$ cat config.mk
export PLATFORM = sky130hd
export DESIGN_NAME = digit_scan_ctrl
export DESIGN_NICKNAME = d
export VERILOG_FILES = /design/src/rtl/digit_scan_ctrl.sv
export SDC_FILE = /design/constraint.sdc
export NUM_CORES = 1
export LEC_CHECK = 0
export ABC_CLOCK_PERIOD_IN_PS = 2200
export BUFFER_PORTS_ARGS = -buffer_cell sky130_fd_sc_hd__buf_4
export CAP_MARGIN = 10
export CORE_UTILIZATION = 52
export DETAILED_ROUTE_END_ITERATION = 10
export GPL_TIMING_DRIVEN = 0
export PLACE_DENSITY = 0.75
export SLEW_MARGIN = 25
export SYNTH_ARGS = -nofsm -noshare
export SYNTH_HDL_FRONTEND = slang
export SYNTH_SLANG_ARGS = --single-unit
$ cat constraint.sdc
create_clock -name clk -period 2.2 [get_ports clk]
set_clock_uncertainty 0.15 [all_clocks]
set_input_delay 0.33 -clock clk [delete_from_list [all_inputs] [get_ports clk]]
set_output_delay 0.33 -clock clk [all_outputs]
set_load 0.05 [all_outputs]
$ cat src/rtl/digit_scan_ctrl.sv
// digit_scan_ctrl
// Time-multiplexed scan controller for a 4-digit display. A prescaler sets
// how long each digit stays selected. A 2-bit select drives the downstream
// 2-to-4 digit decoder. The nibble shown for the selected digit comes from an
// active value register. New values are staged in a pending register, and
// move into the active register only at a frame boundary, or at once while
// scanning is disabled. This keeps any frame from mixing old and new digits.
//
// Ports
//   clk             system clock, rising-edge state updates
//   reset_n         asynchronous active-low reset
//   en              scan enable; low freezes prescaler and select
//   load            single-cycle request to capture value_in into pending
//   value_in[15:0]  display value, digit k = value_in[4k+3:4k]
//   blank_lz        enable leading-zero blanking
//   sel[1:0]        current digit index, to decoder input
//   nibble[3:0]     nibble of the active value selected by sel
//   blank           high = current digit must be dark
//   frame_done      one-cycle pulse when sel wraps 3 -> 0
//   update_pending  pending value not yet applied to the display

module digit_scan_ctrl #(
    parameter int unsigned DWELL = 50000,
    parameter int unsigned CNT_W = 16
) (
    input  logic        clk,
    input  logic        reset_n,
    input  logic        en,
    input  logic        load,
    input  logic [15:0] value_in,
    input  logic        blank_lz,
    output logic [1:0]  sel,
    output logic [3:0]  nibble,
    output logic        blank,
    output logic        frame_done,
    output logic        update_pending
);

    // Reject parameter sets the prescaler cannot honour.
    if (DWELL < 2) begin : gen_dwell_chk
        $error("digit_scan_ctrl: DWELL must be at least 2");
    end
    if (64'(DWELL) > (64'd1 << CNT_W)) begin : gen_cnt_w_chk
        $error("digit_scan_ctrl: CNT_W too narrow for DWELL");
    end

    localparam logic [CNT_W-1:0] LastCount = CNT_W'(DWELL - 1);

    // ------------------------------------------------------------------
    // State
    // ------------------------------------------------------------------
    logic [CNT_W-1:0] prescale_q, prescale_d;
    logic [1:0]       sel_q, sel_d;
    logic             frame_done_q, frame_done_d;
    logic [15:0]      pending_q, pending_d;
    logic [15:0]      active_q, active_d;
    logic             upd_q, upd_d;

    // ------------------------------------------------------------------
    // Scan timing
    // ------------------------------------------------------------------
    logic step;
    logic boundary;
    logic apply;

    // step is the last cycle of a dwell period. boundary is the last cycle
    // of the last digit, so the new frame starts on the following edge.
    assign step     = en && (prescale_q == LastCount);
    assign boundary = step && (sel_q == 2'd3);

    // Pending data may be applied at a boundary. It may also be applied
    // whenever scanning is frozen, because a frozen display cannot tear.
    assign apply = upd_q && (boundary || !en);

    always_comb begin
        prescale_d   = prescale_q;
        sel_d        = sel_q;
        frame_done_d = 1'b0;

        if (en) begin
            if (prescale_q == LastCount) begin
                prescale_d = '0;
            end else begin
                prescale_d = prescale_q + CNT_W'(1);
            end
        end

        if (step) begin
            sel_d = sel_q + 2'd1;
        end

        // Registered pulse, so it is high in the first cycle with sel back at 0.
        frame_done_d = boundary;
    end

    // ------------------------------------------------------------------
    // Shadow value registers
    // ------------------------------------------------------------------
    always_comb begin
        pending_d = pending_q;
        active_d  = active_q;
        upd_d     = upd_q;

        // active reads pending_q before this edge's load lands. A load that
        // coincides with a boundary therefore waits for the next frame.
        if (apply) begin
            active_d = pending_q;
            upd_d    = 1'b0;
        end

        if (load) begin
            pending_d = value_in;
            upd_d     = 1'b1;
        end
    end

    always_ff @(posedge clk or negedge reset_n) begin
        if (!reset_n) begin
            prescale_q   <= '0;
            sel_q        <= 2'd0;
            frame_done_q <= 1'b0;
            pending_q    <= 16'h0000;
            active_q     <= 16'h0000;
            upd_q        <= 1'b0;
        end else begin
            prescale_q   <= prescale_d;
            sel_q        <= sel_d;
            frame_done_q <= frame_done_d;
            pending_q    <= pending_d;
            active_q     <= active_d;
            upd_q        <= upd_d;
        end
    end

    // ------------------------------------------------------------------
    // Digit output and leading-zero blanking
    // ------------------------------------------------------------------
    // zero_from[k] is high when digit k and every more significant digit
    // are zero.
    logic [3:0] zero_from;

    always_comb begin
        zero_from    = 4'b0000;
        zero_from[3] = (active_q[15:12] == 4'h0);
        for (int k = 2; k >= 0; k--) begin
            zero_from[k] = zero_from[k+1] && (active_q[4*k +: 4] == 4'h0);
        end
    end

    always_comb begin
        nibble = 4'h0;
        unique case (sel_q)
            2'd0: nibble = active_q[3:0];
            2'd1: nibble = active_q[7:4];
            2'd2: nibble = active_q[11:8];
            2'd3: nibble = active_q[15:12];
            default: nibble = 4'h0;
        endcase
    end

    // Digit 0 is never blanked, so a value of zero still shows one "0".
    assign blank          = blank_lz && (sel_q != 2'd0) && zero_from[sel_q];
    assign sel            = sel_q;
    assign frame_done     = frame_done_q;
    assign update_pending = upd_q;

endmodule
**After elaboration in Yosys (flattened, before gate mapping)**

Index checks and enable logic that the tools add are counted.

- Register bits: 52
- Output and inout port bits: 9
- Word-level logic and storage cells: 36

- Add/sub/neg operators: 2
- Magnitude comparators: 1
- Equal/unequal tests: 4
- Mux-type cells: 6
- Reductions and logical operators: 17

Operator list:

| kind | number |
|---|---|
| adder 16 x 1 -> 16 bit, second input constant | 1 |
| equality test 16 bit, second input constant | 1 |
| logical NOT 4 bit | 4 |
| 2-to-1 mux 16 bit | 1 |
| one-hot mux 4 bit (4 select lines) | 1 |
| logical AND 1 bit | 8 |
| equality test 2 bit, second input constant | 2 |
| nonzero test 2 bit | 2 |
| < comparator 2 x 3 -> 1 bit, second input constant | 1 |
| 2-to-1 mux 1 bit | 3 |
| adder 2 x 1 -> 2 bit, second input constant | 1 |
| binary-select mux 1 bit (select 2 bit) | 1 |
| equality test 2 x 1 -> 1 bit, second input constant | 1 |
| logical NOT 2 bit | 1 |
| logical NOT 1 bit | 1 |
| logical OR 1 bit | 1 |

**Logic depth before layout (Yosys ltp)**

Gate-level depths: netlist of run 1.

- Word-level depth: 7
- Gate-level depth with buffers: 6

**Worst setup path after synthesis of run 1**

OpenSTA, ideal clock, no wires.

- Kind: reg-to-output
- Start: register sel_q[0], in the netlist sel[0]
- End: output port blank
- Data arrival time: 2.635 ns
- Data required time: 1.720 ns
- Setup slack: -0.915 ns
- Stages on the path, launching flop included: 7
- Buffers on the path: 1
- Cells stage by stage: dfrtp_1 -> inv_1 -> ha_1 -> clkbuf_1 -> nor4_1 -> nand3b_1 -> nor3_1

- Word-level cells in the longest chain between the ends: 3

Ends and longest elaborated chain:

| item | line | RTL |
|---|---|---|
| start, declared | 53 | `logic [1:0] sel_q, sel_d;` |
| start signal, assigned | 127 | `sel_q <= sel_d;` |
| binary-select mux 1 bit (select 2 bit) or nonzero test 2 bit (tied branches) | 162 | `assign blank = blank_lz && (sel_q != 2'd0) && zero_from[sel_q];` |
| 2-to-1 mux 1 bit (not written as such) or logical AND 1 bit (tied branches) | 162 |  |
| logical AND 1 bit (*) | 162 |  |
| end, declared | 34 | `output logic blank,` |

Mark *: on every way between the ends. The rest lies on a longest branch, timed or not. The select of a mux whose other input is x is not followed.

**Worst setup path in the final report of run 1**

- Start: register sel_q[0], in the netlist sel[0]
- End: output port nibble[3]

- Word-level cells in the longest chain between the ends: 2

Ends and longest elaborated chain:

| item | line | RTL |
|---|---|---|
| equality test 2 bit, or another cell as far along | 152 | `unique case (sel_q)` |
| one-hot mux 4 bit (4 select lines) (*) | 152 |  |
| end, declared | 33 | `output logic [3:0] nibble,` |

Mark *: on every way between the ends. The rest lies on a longest branch, timed or not.

==> impl_metrics.csv, run 1 <==
group,metric,value,unit
yosys,yosysWarnings,0,
cts,clock_path_buffers,2,
yosys,async_flop_share,1.00,
worst_setup_path,cp-start-kind,"flip-flop",
worst_setup_path,endpoint_kind,"primary output",
grt,grt_pass1_wl,8.21,mm
worst_setup_path,cp_max_fo,6,
yosys,synth_cell_types,43,
yosys,netlist_instances,199,
detailed_routing,met1Wirelength,2.29,mm
grt,antenna_found_initial,0,
floorplanning,pin_count,30,
detailed_routing,met3_length,267,µm
cts,cts_tree,"built",
flow_run,timing.max_cap.violations,0,
detailed_routing,post_drt_wl_per_cell,16.8,µm
final_layout,final_cells,304,
pwr,leakagePower,1.42,nW
timing,fin_ws,-0.0831,ns
final_layout,area_growth,27.3,%
detailed_routing,route.detailed.drc,0,
final_layout,stdcell_area,3160,µm²
grt,grt_pass1_vias,1692,
yosys,yosysSeqAreaShare,0.523,
worst_setup_path,critPathKind,"flip-flop to primary output",
yosys,synth_top_family_by_area,"multiplexers",
placed_design,placed_area,2810,µm²
yosys,synth_xor_area_frac,0.0388,
detailed_routing,drt-pass1-iter-count,6,
timing,hold_violations,0,
grt,overflow,0,
pwr,ir_drop,0.452,mV
cts,cts.sinks,52,
yosys,netlist_area,2490,µm²
placed_design,hpwl,3.30,mm
detailed_routing,antenna_left,0,
yosys,muxShareOfSynthArea,0.181,
detailed_routing,drt-initial-drc-count,148,
detailed_routing,via_count,1791,
timing,final_max_slew_viol_count,0,
cts,clkSlewWorstSetupHoldPaths,0.09,ns
timing,rsz0062_at_grt,"yes",
floorplanning,num_rows,24,
grt,grt_max_degree,53,
placed_design,gp_congestion,0.857,
cts,ctsHtreeMaxLevel,2,
floorplanning,die_area,5060,µm²
yosys,synth_ff_type,"dfrtp_1",
yosys,synth_compound_area_frac,0.0609,
final_layout,num-fill-cells,318,
pwr,p_per_area,739,nW/µm²
yosys,synth_edf_count,0,
cts,numCtsBuffers,5,
placed_design,io_buffers,28,
floorplanning,fp.dieW,71.1,µm
worst_setup_path,cp_data_required_time,1.72,ns
cts,worstSkewPairLatency,0.30,ns
grt,gr-usage-all-layers,0.212,
detailed_routing,highest_layer,"met4",
placed_design,dp.cells,279,
cts,cts_root_buffer,"clkbuf_8",
final_layout,mostFrequentLayoutCell,"dfrtp_1",
timing,worst-slew-pin-transition,0.636,ns
yosys,postSynthAreaPerCell,12.5,µm²
detailed_routing,via_per_inst,5.89,
final_layout,drive_above_1_share,0.448,
yosys,synth_adder_area_share,0.0252,
timing,fmax,0.438,GHz
final_layout,n_antenna_cell,0,
yosys,synth_seq_cells,52,
timing,tns,-0.863,ns
timing,max_slew_margin,0.576,
detailed_routing,wl_met2,2.48,mm
final_layout,layout_common_cells,"dfrtp_1 (47), buf_4 (37), mux2_2 (22)",
yosys,syn_nets,225,
min_path,hold_path_class,"input port to flip-flop",
floorplanning,initial_core_util,0.556,
detailed_routing,routed_wl,5.10,mm
final_layout,nets,277,
run_status,violations,"negative setup slack",
worst_setup_path,arrival,1.80,ns
timing,finalCritPeriodShare,1.04,
floorplanning,dieHeight,71.1,µm
yosys,synth_simple_gate_area_frac,0.141,
floorplanning,coreArea,4470,µm²
timing,setup_viol,21,
run_status,status,"complete, but fails checks",
timing,period_minus_slack,2.28,ns
-- metal layers --
layer / track usage / up-vias
met5: 0 / -
met4: 0.0511 / 0
met3: 0.0698 / 6
met2: 0.328 / 63
met1: 0.291 / 888
li1: - / 834
-- report_power, final --
group	internal [mW]	total (mW)	switching [mW]	leakage, nW
Clock	0.257	0.544	0.287	0.0455
Sequential	1.10	1.25	0.148	0.611
Combinational	0.280	0.548	0.268	0.764
Total	1.64	2.34	0.703	1.42
-- worst paths after layout --
kind / slack [ns] / to / cells past startpoint / from
setup / recovery: -0.08 / nibble[3] / 4 / sel[0]$_DFFE_PN0P_
hold reg to reg: 0.35 / active_q[7]$_DFFE_PN0P_ / 1 / pending_q[7]$_DFFE_PN0P_
setup reg to reg: -0.07 / active_q[0]$_DFFE_PN0P_ / 6 / prescale_q[13]$_DFFE_PN0P_
hold / removal: 0.10 / pending_q[5]$_DFFE_PN0P_ / 2 / value_in[5]
max in group asynchronous: 0.99 / sel[1]$_DFFE_PN0P_ / 2 / reset_n
min in group asynchronous: 0.45 / prescale_q[15]$_DFFE_PN0P_ / 2 / reset_n
-- worst max-delay path: stages (launching register included) --
cell and delay [ns]:
dfrtp_2 0.49, ha_4 0.21, a222oi_1 0.46, mux2i_2 0.16, buf_6 0.18
-- timing repair --
item | 4_1_cts | 5_1_grt
buffers inserted | 9 | 7
hold endpoints to repair | 52 | 0
hold buffers | 1 | 0
gates cloned | 0 | 1
pin swaps | 9 | 8
endpoints found under the setup margin | 16 | 16
gates resized for setup | 19 | 9
-- state kept, by name (all words and copies together), names as in the netlist --
register	count
frame_done	1
sel	2
active_q	16
pending_q	16
update_pending	1
prescale_q	16
-- per-stage QoR --
stage / hold WS, ns / util / setup slack (ns) / total power [mW]
2_1_floorplan: -0.116 / - / 0.00337 / 1.58
3_3_place_gp: 0.250 / 0.628 / -0.205 / 1.72
3_5_place_dp: 0.248 / 0.628 / -0.215 / 1.75
4_1_cts: 0.0998 / 0.684 / -0.0309 / 2.33
5_1_grt: 0.0958 / 0.707 / -0.148 / 2.45
6_report: 0.105 / 0.707 / -0.0831 / 2.34
-- cell type report --
| class | count | area, µm² | share of cell area |
|---|---|---|---|
| inverter | 11 | 46.3 | 0.0146 |
| multi-input combinational | 129 | 1220 | 0.387 |
| clock buffer | 8 | 90.1 | 0.0285 |
| timing repair buffer | 46 | 392 | 0.124 |
| buffer | 6 | 38.8 | 0.0123 |
| tap | 52 | 65.1 | 0.0206 |
| sequential | 52 | 1310 | 0.413 |
-- cells by family (layout without fill, tap and decap cells) --
kind of cell | count (synthesis) | after routing
buf+inv | 18 | 71
xor+xnor | 11 | 11
compound gates | 18 | 18
flops | 52 | 52
simple gates | 58 | 58
mux | 37 | 37
fa+ha+maj | 5 | 5
-- Yosys cell counts (2+ instances only) --
cell | n | area share
nor3_1 | 4 | 0.0081
xor2_1 | 2 | 0.0070
nor2_1 | 7 | 0.011
mux2i_1 | 4 | 0.016
mux2_2 | 23 | 0.10
inv_1 | 11 | 0.017
ha_1 | 5 | 0.025
nand4bb_1 | 2 | 0.0091
mux2_4 | 10 | 0.060
xnor2_1 | 9 | 0.032
and4_1 | 2 | 0.0070
nor4_1 | 9 | 0.023
clkbuf_1 | 5 | 0.0075
nand2b_1 | 2 | 0.0050
dfrtp_1 | 52 | 0.52
a21oi_1 | 3 | 0.0060
o21ai_0 | 4 | 0.0081
a222oi_1 | 4 | 0.016
nand2_1 | 8 | 0.012
nand3_1 | 6 | 0.012
nand4_1 | 5 | 0.013
Power figures use the tool's default switching activity.
==> run 2: changes to the inputs <==
- SKIP_CTS_REPAIR_TIMING: unset -> 1
==> impl_metrics.csv, run 2 (synthesis results as in run 1) <==
group,metric,value,unit
run_status,status,"complete, but fails checks",
run_status,violations,"negative setup slack",
timing,period_minus_slack,2.31,ns
floorplanning,dieHeight,71.1,µm
detailed_routing,drt-pass1-iter-count,6,
final_layout,stdcell_area,3060,µm²
floorplanning,fp.dieW,71.1,µm
final_layout,top_regs,"active_q (16), pending_q (16), prescale_q (16)",
worst_setup_path,endpoint_kind,"primary output",
cts,cts.sinks,52,
floorplanning,initial_core_util,0.556,
detailed_routing,via_per_inst,5.80,
final_layout,n_antenna_cell,0,
final_layout,nets,268,
worst_setup_path,arrival,1.83,ns
detailed_routing,drt-initial-drc-count,152,
timing,setup_viol,6,
pwr,ir_drop,0.492,mV
cts,worstSkewPairLatency,0.30,ns
final_layout,mostFrequentLayoutCell,"dfrtp_1",
pwr,p_per_area,762,nW/µm²
detailed_routing,post_drt_wl_per_cell,16.3,µm
placed_design,hpwl,3.30,mm
detailed_routing,routed_wl,4.80,mm
timing,finalCritPeriodShare,1.05,
timing,max_slew_margin,0.574,
timing,worst-slew-pin-transition,0.639,ns
worst_setup_path,critPathKind,"flip-flop to primary output",
placed_design,placed_area,2810,µm²
detailed_routing,via_count,1710,
floorplanning,coreArea,4470,µm²
grt,grt_pass1_vias,1569,
final_layout,drive_above_1_share,0.428,
final_layout,num-fill-cells,330,
grt,antenna_found_initial,0,
final_layout,layout_common_cells,"dfrtp_1 (48), buf_4 (32), mux2_2 (23)",
timing,fmax,0.433,GHz
timing,hold_violations,0,
placed_design,gp_congestion,0.857,
min_path,hold_depth,2,
min_path,hold_path_class,"input port to flip-flop",
cts,ctsHtreeMaxLevel,2,
pwr,leakagePower,1.36,nW
final_layout,area_growth,23.0,%
flow_run,timing.max_cap.violations,0,
worst_setup_path,cp-start-kind,"flip-flop",
cts,cts_tree,"built",
placed_design,io_buffers,28,
floorplanning,die_area,5060,µm²
detailed_routing,antenna_left,0,
worst_setup_path,cp_max_fo,5,
grt,grt_pass1_wl,7.78,mm
cts,numCtsBuffers,5,
detailed_routing,route.detailed.drc,0,
timing,rsz0062_at_grt,"yes",
grt,overflow,0,
floorplanning,num_rows,24,
worst_setup_path,reg2reg_depth,4,
grt,grt_max_degree,53,
timing,tns,-0.259,ns
cts,clock_path_buffers,2,
cts,cts_root_buffer,"clkbuf_8",
final_layout,multiInputGateArea,1220,µm²
timing,fin_ws,-0.109,ns
worst_setup_path,cp_data_required_time,1.72,ns
cts,clkSlewWorstSetupHoldPaths,0.09,ns
timing,final_max_slew_viol_count,0,
floorplanning,pin_count,30,
final_layout,seqCellArea,1310,µm²
grt,gr-usage-all-layers,0.200,
[run 2: worst paths after layout]
path	from	endpoint	slack, ns
max	sel[0]$_DFFE_PN0P_	nibble[0]	-0.11
min	value_in[5]	pending_q[5]$_DFFE_PN0P_	0.10
max reg2reg	prescale_q[13]$_DFFE_PN0P_	sel[1]$_DFFE_PN0P_	-0.06
min reg2reg	pending_q[7]$_DFFE_PN0P_	active_q[7]$_DFFE_PN0P_	0.35
max in group asynchronous	reset_n	prescale_q[0]$_DFFE_PN0P_	0.99
min in group asynchronous	reset_n	pending_q[0]$_DFFE_PN0P_	0.44
[run 2: per-stage QoR]
step            util  std cells  setup WS (ns)  hold slack, ns  total power, mW
2_1_floorplan      -        199        0.00337          -0.116             1.58
6_report       0.684        295         -0.109           0.102             2.33
3_3_place_gp   0.628        279         -0.205           0.250             1.72
5_1_grt        0.684        295         -0.180          0.0916             2.44
4_1_cts        0.648        287         -0.228         -0.0817             2.29
3_5_place_dp   0.628        279         -0.215           0.248             1.75
[run 2: metal layers]
layer / GRT usage / up-vias / wire length, µm
met1: 0.290 / 839 / 2310
li1: - / 816 / -
met4: 0.0467 / 0 / 46
met3: 0.0570 / 5 / 193
met5: 0 / - / 0
met2: 0.298 / 50 / 2260
[run 2: critical path: stages, from the launching register on]
cell and delay, ns:
dfrtp_2 0.47, inv_4 0.07, ha_4 0.17, a222oi_1 0.47, mux2i_2 0.15, buf_6 0.19
[run 2: cell type report]
type                       count  share of cell area
buffer                         5             0.00982
inverter                      11              0.0143
tap                           52              0.0213
timing repair buffer          38               0.100
sequential                    52               0.427
multi-input combinational    129               0.398
clock buffer                   8              0.0294
[run 2: power by group]
group          internal, mW  leakage, nW  switching (mW)
clock                 0.257       0.0455           0.292
sequential             1.10        0.613           0.174
combinational         0.272        0.700           0.240
total                  1.63         1.36           0.706
